--- config.mk ---
export PLATFORM = sky130hd
export DESIGN_NAME = shift_unit_param
export DESIGN_NICKNAME = d
export VERILOG_FILES = /design/src/rtl/shift_unit_pkg.sv /design/src/rtl/sat_counter.sv /design/src/rtl/shift_unit_param.sv
export SDC_FILE = /design/constraint.sdc
export NUM_CORES = 1
export LEC_CHECK = 0
export BUFFER_PORTS_ARGS = -buffer_cell sky130_fd_sc_hd__buf_2
export CORE_UTILIZATION = 29
export DETAILED_ROUTE_END_ITERATION = 8
export SLEW_MARGIN = 25
export SYNTH_ARGS = -nofsm -noshare
export SYNTH_HDL_FRONTEND = slang
export SYNTH_HIERARCHICAL = 1
export SYNTH_SLANG_ARGS = --single-unit
--- constraint.sdc ---
create_clock -name clk -period 2.3 [get_ports clk]
set_input_delay 0.115 -clock clk [delete_from_list [all_inputs] [get_ports clk]]
set_output_delay 0.115 -clock clk [all_outputs]
set_load 0.05 [all_outputs]
--- src/rtl/shift_unit_pkg.sv ---
// Shared opcodes, FSM state encoding and the single-bit shift helper for shift_unit_param.
// The helper works on a MAX_W-bit word, so the data register may be at most 64 bits wide.
package shift_unit_pkg;

    localparam logic [2:0] OP_NOP    = 3'b000;
    localparam logic [2:0] OP_CLEAR  = 3'b001;
    localparam logic [2:0] OP_LOAD   = 3'b010;
    localparam logic [2:0] OP_SHL    = 3'b011;
    localparam logic [2:0] OP_SHR    = 3'b100;
    localparam logic [2:0] OP_ASR    = 3'b101;
    localparam logic [2:0] OP_ROL    = 3'b110;
    localparam logic [2:0] OP_DOUBLE = 3'b111;

    typedef logic [0:0] state_t;
    localparam state_t ST_IDLE  = 1'b0;
    localparam state_t ST_SHIFT = 1'b1;

    localparam int unsigned MAX_W = 64;
    typedef logic [MAX_W-1:0] word_t;

    // data holds a width-bit value zero-extended to MAX_W; the result is masked back to width.
    function automatic word_t one_step(input logic [2:0] op, input word_t data,
                                       input int unsigned width);
        word_t mask;
        word_t top;
        word_t res;
        logic  msb;
        mask = {MAX_W{1'b1}} >> (MAX_W - width);
        top  = word_t'(1) << (width - 1);
        msb  = |(data & top);
        case (op)
            OP_SHL:  res = data << 1;
            OP_SHR:  res = data >> 1;
            OP_ASR:  res = (data >> 1) | (msb ? top : '0);
            OP_ROL:  res = (data << 1) | word_t'(msb);
            default: res = data;
        endcase
        return res & mask;
    endfunction

endpackage

--- src/rtl/sat_counter.sv ---
// Saturating up-counter with a sticky saturation flag; clear takes priority over increment.
module sat_counter #(
    parameter int unsigned CNT_WIDTH = 8
) (
    input  logic                 clk,
    input  logic                 rst_n,
    input  logic                 inc,
    input  logic                 clr,
    output logic [CNT_WIDTH-1:0] count,
    output logic                 sat
);

    logic [CNT_WIDTH-1:0] count_q, count_d;
    logic                 sat_q, sat_d;

    always_comb begin
        count_d = count_q;
        sat_d   = sat_q;
        if (clr) begin
            count_d = '0;
            sat_d   = 1'b0;
        end else if (inc && (count_q != '1)) begin
            count_d = count_q + CNT_WIDTH'(1);
            sat_d   = sat_q | (count_d == '1);
        end
    end

    always_ff @(posedge clk or negedge rst_n) begin
        if (!rst_n) begin
            count_q <= '0;
            sat_q   <= 1'b0;
        end else begin
            count_q <= count_d;
            sat_q   <= sat_d;
        end
    end

    assign count = count_q;
    assign sat   = sat_q;

endmodule

--- src/rtl/shift_unit_param.sv ---
// WIDTH-bit data register with eight opcodes; multi-bit shifts/rotates run one bit per cycle
// behind a valid/ready handshake, and completed operations feed a saturating counter.
module shift_unit_param
    import shift_unit_pkg::*;
#(
    parameter int unsigned WIDTH      = 8,
    parameter int unsigned CNT_WIDTH  = 8,
    parameter bit          DOUBLE_SAT = 1'b0,
    parameter int unsigned SH_W       = $clog2(WIDTH)
) (
    input  logic                 clk,
    input  logic                 rst_n,
    input  logic                 op_valid,
    output logic                 op_ready,
    input  logic [2:0]           control,
    input  logic [WIDTH-1:0]     data_in,
    input  logic [SH_W-1:0]      shamt,
    input  logic                 cnt_clr,
    output logic [WIDTH-1:0]     data_out,
    output logic                 done,
    output logic [CNT_WIDTH-1:0] op_count,
    output logic                 count_sat
);

    state_t           state_q, state_d;
    logic [WIDTH-1:0] data_q, data_d;
    logic [2:0]       op_q, op_d;
    logic [SH_W-1:0]  rem_q, rem_d;
    logic             done_q, done_d;

    logic             accept;
    logic             serial;
    logic             fin;
    logic [2:0]       fin_op;
    logic             count_inc;
    logic [WIDTH-1:0] dbl;

    assign op_ready = (state_q == ST_IDLE);
    assign accept   = op_valid && op_ready;
    assign serial   = (control == OP_SHL) || (control == OP_SHR) ||
                      (control == OP_ASR) || (control == OP_ROL);
    assign dbl      = (DOUBLE_SAT && data_q[WIDTH-1]) ? '1 : {data_q[WIDTH-2:0], 1'b0};

    always_comb begin
        state_d = state_q;
        data_d  = data_q;
        op_d    = op_q;
        rem_d   = rem_q;
        fin     = 1'b0;
        fin_op  = control;
        if (state_q == ST_IDLE) begin
            if (accept) begin
                case (control)
                    OP_CLEAR:  data_d = '0;
                    OP_LOAD:   data_d = data_in;
                    OP_DOUBLE: data_d = dbl;
                    default:   data_d = data_q;
                endcase
                // A zero-length shift completes like a single-cycle op.
                if (serial && (shamt != '0)) begin
                    state_d = ST_SHIFT;
                    op_d    = control;
                    rem_d   = shamt;
                end else begin
                    fin = 1'b1;
                end
            end
        end else begin
            data_d = WIDTH'(one_step(op_q, word_t'(data_q), WIDTH));
            rem_d  = rem_q - SH_W'(1);
            if (rem_q == SH_W'(1)) begin
                state_d = ST_IDLE;
                fin     = 1'b1;
                fin_op  = op_q;
            end
        end
        done_d    = fin;
        count_inc = fin && (fin_op != OP_NOP);
    end

    always_ff @(posedge clk or negedge rst_n) begin
        if (!rst_n) begin
            state_q <= ST_IDLE;
            data_q  <= '0;
            op_q    <= OP_NOP;
            rem_q   <= '0;
            done_q  <= 1'b0;
        end else begin
            state_q <= state_d;
            data_q  <= data_d;
            op_q    <= op_d;
            rem_q   <= rem_d;
            done_q  <= done_d;
        end
    end

    sat_counter #(
        .CNT_WIDTH(CNT_WIDTH)
    ) u_sat_counter (
        .clk  (clk),
        .rst_n(rst_n),
        .inc  (count_inc),
        .clr  (cnt_clr),
        .count(op_count),
        .sat  (count_sat)
    );

    assign data_out = data_q;
    assign done     = done_q;

endmodule

# Word level (Yosys, flattened, before mapping)
# Index checks and enable logic that the tools add are counted.
[op_classes] muxes=22 eq_ne=15 addsub=2 bitwise_logic=4 n_reduce_logical=16
[ops] op="two-way mux 8 bit" n=5
[ops] op="one-hot mux 8 bit (4 select lines)" n=1
[ops] op="one-hot mux 8 bit (3 select lines)" n=1
[ops] op="== test 3 bit, second input constant" n=7
[ops] op="two-way mux 3 bit" n=5
[ops] op="two-way mux 1 bit" n=10
[ops] op="== test 3 x 2 -> 1 bit, second input constant" n=3
[ops] op="adder 8 x 1 -> 8 bit, second input constant" n=1
[ops] op="== test 8 bit, second input constant" n=1
[ops] op="!= test 8 bit, second input constant" n=1
[ops] op="OR 7 x 8 -> 8 bit" n=1
[ops] op="OR 8 x 1 -> 8 bit" n=1
[ops] op="== test 3 x 1 -> 1 bit, second input constant" n=2
[ops] op="AND reduction 3 bit" n=2
[ops] op="nonzero test 2 bit" n=3
[ops] op="nonzero test 3 bit" n=2
[ops] op="!= test 5 x 1 -> 1 bit, second input constant" n=1
[ops] op="logical AND 1 bit" n=4
[ops] op="nonzero test 4 bit" n=1
[ops] op="logical OR 1 bit" n=3
[ops] op="subtractor 3 x 1 -> 3 bit, second input constant" n=1
[ops] op="AND reduction 2 bit" n=1
[ops] op="NOT 1 bit" n=1
[ops] op="OR 1 bit" n=1
[word_totals] output_inout_bits=19 input_bits=18 register_bits=25 word_cells=66

# Logic depth before layout (Yosys ltp)
[logic_depth] depth_word=12 mapped_depth=9 depth_no_buf=9

# Hierarchy
# The synthesis kept the hierarchy.
[by_module_without_submodules] module="shift_unit_param" area_each_um2=1074.8 seq_area_each_um2=400.4 instances=1 cells_per_inst=103
[by_module_without_submodules] module="sat_counter" area_each_um2=590.6 seq_area_each_um2=225.2 instances=1 cells_per_inst=65

# Least setup slack after synthesis
# No wires, ideal clock.
[synth_timing] path_kind="input port to flip-flop" start="input port control[0]" end="register u_sat_counter.count_q[5] (netlist: u_sat_counter/count[5])" setup_time_ps=78 arrival_ps=2109 cell_stages=7 t_required_ps=2222 setup_slack_ps=113 n_path_buf=0 path_cell_list="and3b_2 -> or2_2 -> and2_1 -> o32ai_1 -> o21ai_2 -> or4_1 -> a21oi_1"
[synth_between] elab_chain_cells=11 word_cells_on_any_way=17 classes_between="eq/ne: 4; mux: 5; reduce/logical: 8"
[synth_rtl] element="start: declaration" line_no="shift_unit_param.sv:15" source="input logic [2:0] control,"
[synth_rtl] element="== test 3 x 2 -> 1 bit / == test 3 bit (equally long branches)" line_no="shift_unit_param.sv:40" source="assign serial = (control == OP_SHL) || (control == OP_SHR) ||"
[synth_rtl] element="logical OR 1 bit (2 in a row)" line_no="shift_unit_param.sv:40"
[synth_rtl] element="logical OR 1 bit" line_no="shift_unit_param.sv:41" source="(control == OP_ASR) || (control == OP_ROL);"
[synth_rtl] element="logical AND 1 bit" line_no="shift_unit_param.sv:60" source="if (serial && (shamt != '0)) begin"
[synth_rtl] element="two-way mux 1 bit" line_no="shift_unit_param.sv:60"
[synth_rtl] element="two-way mux 1 bit" line_no="shift_unit_param.sv:52" source="if (accept) begin"
[synth_rtl] element="two-way mux 1 bit" line_no="shift_unit_param.sv:51" source="if (state_q == ST_IDLE) begin"
[synth_rtl] element="logical AND 1 bit *" line_no="shift_unit_param.sv:78" source="count_inc = fin && (fin_op != OP_NOP);"
[synth_rtl] element="via count_inc" line_no="shift_unit_param.sv:35" source="logic count_inc;"
[synth_rtl] element="logical AND 1 bit *" line_no="sat_counter.sv:22" source="end else if (inc && (count_q != '1)) begin"
[synth_rtl] element="nonzero test 2 bit (no source line) *"
[synth_rtl] element="end signal: assignment" line_no="sat_counter.sv:33" source="count_q <= count_d;"
[synth_rtl] element="end: declaration" line_no="sat_counter.sv:13" source="logic [CNT_WIDTH-1:0] count_q, count_d;"
# The timed path passes the listed nets; every way through them passes the cells marked *.
# A chain may end at the register's enable or synchronous reset.

# Final worst setup path
[layout_timing] start="register rem_q[1]" end="register u_sat_counter.count_q[5] (netlist: u_sat_counter/count[5])"
[layout_between] elab_chain_cells=7 word_cells_on_any_way=9 classes_between="eq/ne: 1; mux: 4; reduce/logical: 4"
[layout_rtl] element="start: declaration" line_no="shift_unit_param.sv:28" source="logic [SH_W-1:0] rem_q, rem_d;"
[layout_rtl] element="start signal: assignment" line_no="shift_unit_param.sv:92" source="rem_q <= rem_d;"
[layout_rtl] element="== test 3 x 1 -> 1 bit *" line_no="shift_unit_param.sv:71" source="if (rem_q == SH_W'(1)) begin"
[layout_rtl] element="two-way mux 3 bit" line_no="shift_unit_param.sv:71"
[layout_rtl] element="two-way mux 3 bit" line_no="shift_unit_param.sv:51"
[layout_rtl] element="nonzero test 3 bit" line_no="shift_unit_param.sv:78"
[layout_rtl] element="logical AND 1 bit *" line_no="shift_unit_param.sv:78"
[layout_rtl] element="via count_inc" line_no="shift_unit_param.sv:35"
[layout_rtl] element="logical AND 1 bit *" line_no="sat_counter.sv:22"
[layout_rtl] element="nonzero test 2 bit (no source line) *"
# Marks and branches as above.

==> qor.yml <==
detailed_routing:
  totalWireLength_um: 3950
  vias: 1462
  drtAntennaViolNets: 0
  via_per_inst: 5.26
  drtIter0Drc: 102
  drc: 0
  detail_route.wl_per_cell_um: 14.2
  first_pass_iters: 4
finish:
  area_growth_pct: 17.9
  finalCoreUtilization: 0.357
  fin_nets: 229
  final-seq-area_um2: 626
  antenna_cells: 0
  fin_cells: 278
  final_area_um2: 1960
  n_fill_cell: 557
  multi_input_area_um2: 955
  drive_gt1_frac: 0.316
worst_hold_path:
  hp-class: "in -> reg"
critical_path:
  critPathArrivalTime_ns: 2.29
  crit_path_end_kind: "register"
  reg2reg_from: "rem_q[1]"
  r2r_slack_ns: 0.21
  cp_max_fo: 8
  start_kind: "register"
  worstSetupStartpoint: "rem_q[1]"
  r2r_cells: 8
  required_ns: 2.50
  regToRegEndpoint: "u_sat_counter/count[5]"
  endpoint: "u_sat_counter/count[5]"
  worstSetupPathType: "reg -> reg"
placed_design:
  gp_congestion: 0.814
  placed_area_um2: 1910
  place_inst: 273
  hpwl_um: 2850
  port_buffers: 36
clocking:
  root_buffer: "clkbuf_8"
  cts_buffer_depth: 2
  clk_pin_slew_ns: 0.09
  clock_latency_ns: 0.27
  cts_buffers: 3
  cts.sinks: 25
  h-tree-depth: 1
  cts_tree: "yes"
logic_synthesis:
  async_reset_ff_frac: 1.00
  yosysMostFrequentCell: "dfrtp_1"
  yosys_warnings: 6
  synth_fp_nets: 190
  synth_flop_cell: "dfrtp_1"
  synthTopCellsByCount: "dfrtp_1, mux2i_1, nand2_1, nor2_1, a21oi_1"
  synthCells: 168
  synth_area_um2: 1670
  synth_top_area_cell: "dfrtp_1"
  synth_area_leaders: "dfrtp_1, mux2_4, mux2i_1"
  synth.top_cell.area_share: 0.376
  ys_seq_area_frac: 0.376
  synth.distinct_cells: 47
  syn_avg_cell_area_um2: 9.91
  yosys_register_bits: 25
  synth_enable_flop_cells: 0
power:
  peakVddDrop_uv: 481
  power_uw: 2200
  powerDensity_nw_per_um2: 1120
  p_leak_uw: 0.000926
timing:
  finalCriticalPeriod_ns: 2.09
  fin_skew_ns: 0.00256
  slew_headroom: 0.612
  setup_viol: 0
  tightest_slew_ns: 0.582
  rsz0062_at_grt: "false"
  tns_ns: 0
  hold_violations: 0
  max_freq_mhz: 479
  drv_slew: 0
  fin_crit_sh: 0.908
outcome:
  status: "complete, no violations"
grt:
  antenna_found_initial: 0
  grt_pass1_vias: 1307
  grt_max_degree: 26
  grt_usage: 0.133
  overflow: 0
  grt_pass1_wl_um: 6450
die:
  core_area_um2: 5510
  die_height_um: 77.8
  std_cell_rows: 27
  die-area_um2: 6050
  fp.dieW_um: 77.8
  initial_core_util: 0.302
  io_pins: 37
job:
  maxCapViolCount: 0
[report_power, final]
part / leakage (uW) / internal [uW] / switching [uW]
logic: 0.000569 / 443 / 726
clock network: 0.0000255 / 121 / 146
registers: 0.000331 / 583 / 185
total: 0.000926 / 1150 / 1060
[area by class of cell]
type                    count  area share
multi-input cells         129       0.486
flip-flops and latches     25       0.319
repair buffers             41       0.112
well taps                  72      0.0459
clock buffers               3      0.0210
inverters                   7      0.0134
clock inverters             1     0.00255
[cell usage in the layout, fill, tap and decap left out, drive strengths merged, types with 3 or more instances in the layout]
| cell type | n |
|---|---|
| buf | 40 |
| dfrtp | 25 |
| mux2 | 11 |
| nor2 | 9 |
| nand2 | 9 |
| mux2i | 9 |
| a21oi | 8 |
| o21ai | 8 |
| inv | 7 |
| nand3 | 7 |
| a22oi | 7 |
| o22ai | 6 |
| nand2b | 5 |
| or3 | 4 |
| ha | 4 |
| or2 | 3 |
| and2 | 3 |
| nor3 | 3 |
| xnor2 | 3 |
| clkbuf | 3 |
| a21o | 3 |
[layer usage]
layer  vias up  wire length [um]  part of all wire  GRT usage
li1        703                 -                 -          -
met1       709              1950              0.49      0.192
met2        46              1770              0.45      0.205
met3         4               182             0.046     0.0118
met4         0                42             0.011     0.0453
met5         -                 0                 0          0
[registers in the layout, indices dropped and copies added (netlist names)]
register	count
u_sat_counter/count	8
op_q	3
data_out	8
rem_q	3
u_sat_counter/sat	1
done	1
state_q	1
[through the flow]
step           hold slack, ns  setup WS (ns)
4_1_cts                 0.112          0.223
5_1_grt                 0.115         0.0323
3_3_place_gp            0.153          0.107
6_report                0.115          0.211
3_5_place_dp            0.158         0.0551
2_1_floorplan          -0.181          0.113
[kinds of logic (layout without fill, tap and decap cells)]
logic type | count (synthesis) | count (layout) | share of synthesized area
buf+inv | 14 | 52 | 0.0511
mux | 20 | 20 | 0.144
simple gates | 55 | 55 | 0.183
flops | 25 | 25 | 0.376
xor+xnor | 5 | 5 | 0.0263
compound gates | 45 | 45 | 0.190
fa+ha+maj | 4 | 4 | 0.0301
[critical path, stage by stage (launching register included)]
cell	delay, ns
dfrtp_1	0.40
inv_1	0.09
ha_1	0.14
nand2b_1	0.08
or2_2	0.29
o32ai_1	0.19
o21ai_2	0.19
or4_1	0.49
a21oi_1	0.16
[repair_timing]
item | CTS | global route
hold buffers | 1 | 0
buffers inserted | 0 | 0
hold endpoints to repair | 25 | 0
resized for setup | 0 | 0
[how the worst min path moves through the flow]
stage                             end  slack (ns)     start  cells past startpoint
2_1_floorplan             data_out[0]       -0.18     rst_n                      0
3_3_place_gp   u_sat_counter/count[3]        0.15     rst_n                      1
3_5_place_dp   u_sat_counter/count[2]        0.16     rst_n                      1
4_1_cts                      rem_q[1]        0.11  shamt[1]                      3
5_1_grt                      rem_q[1]        0.12  shamt[1]                      3
6_report                     rem_q[1]        0.11  shamt[1]                      3
Note: power is estimated with default switching activity, not from simulation.
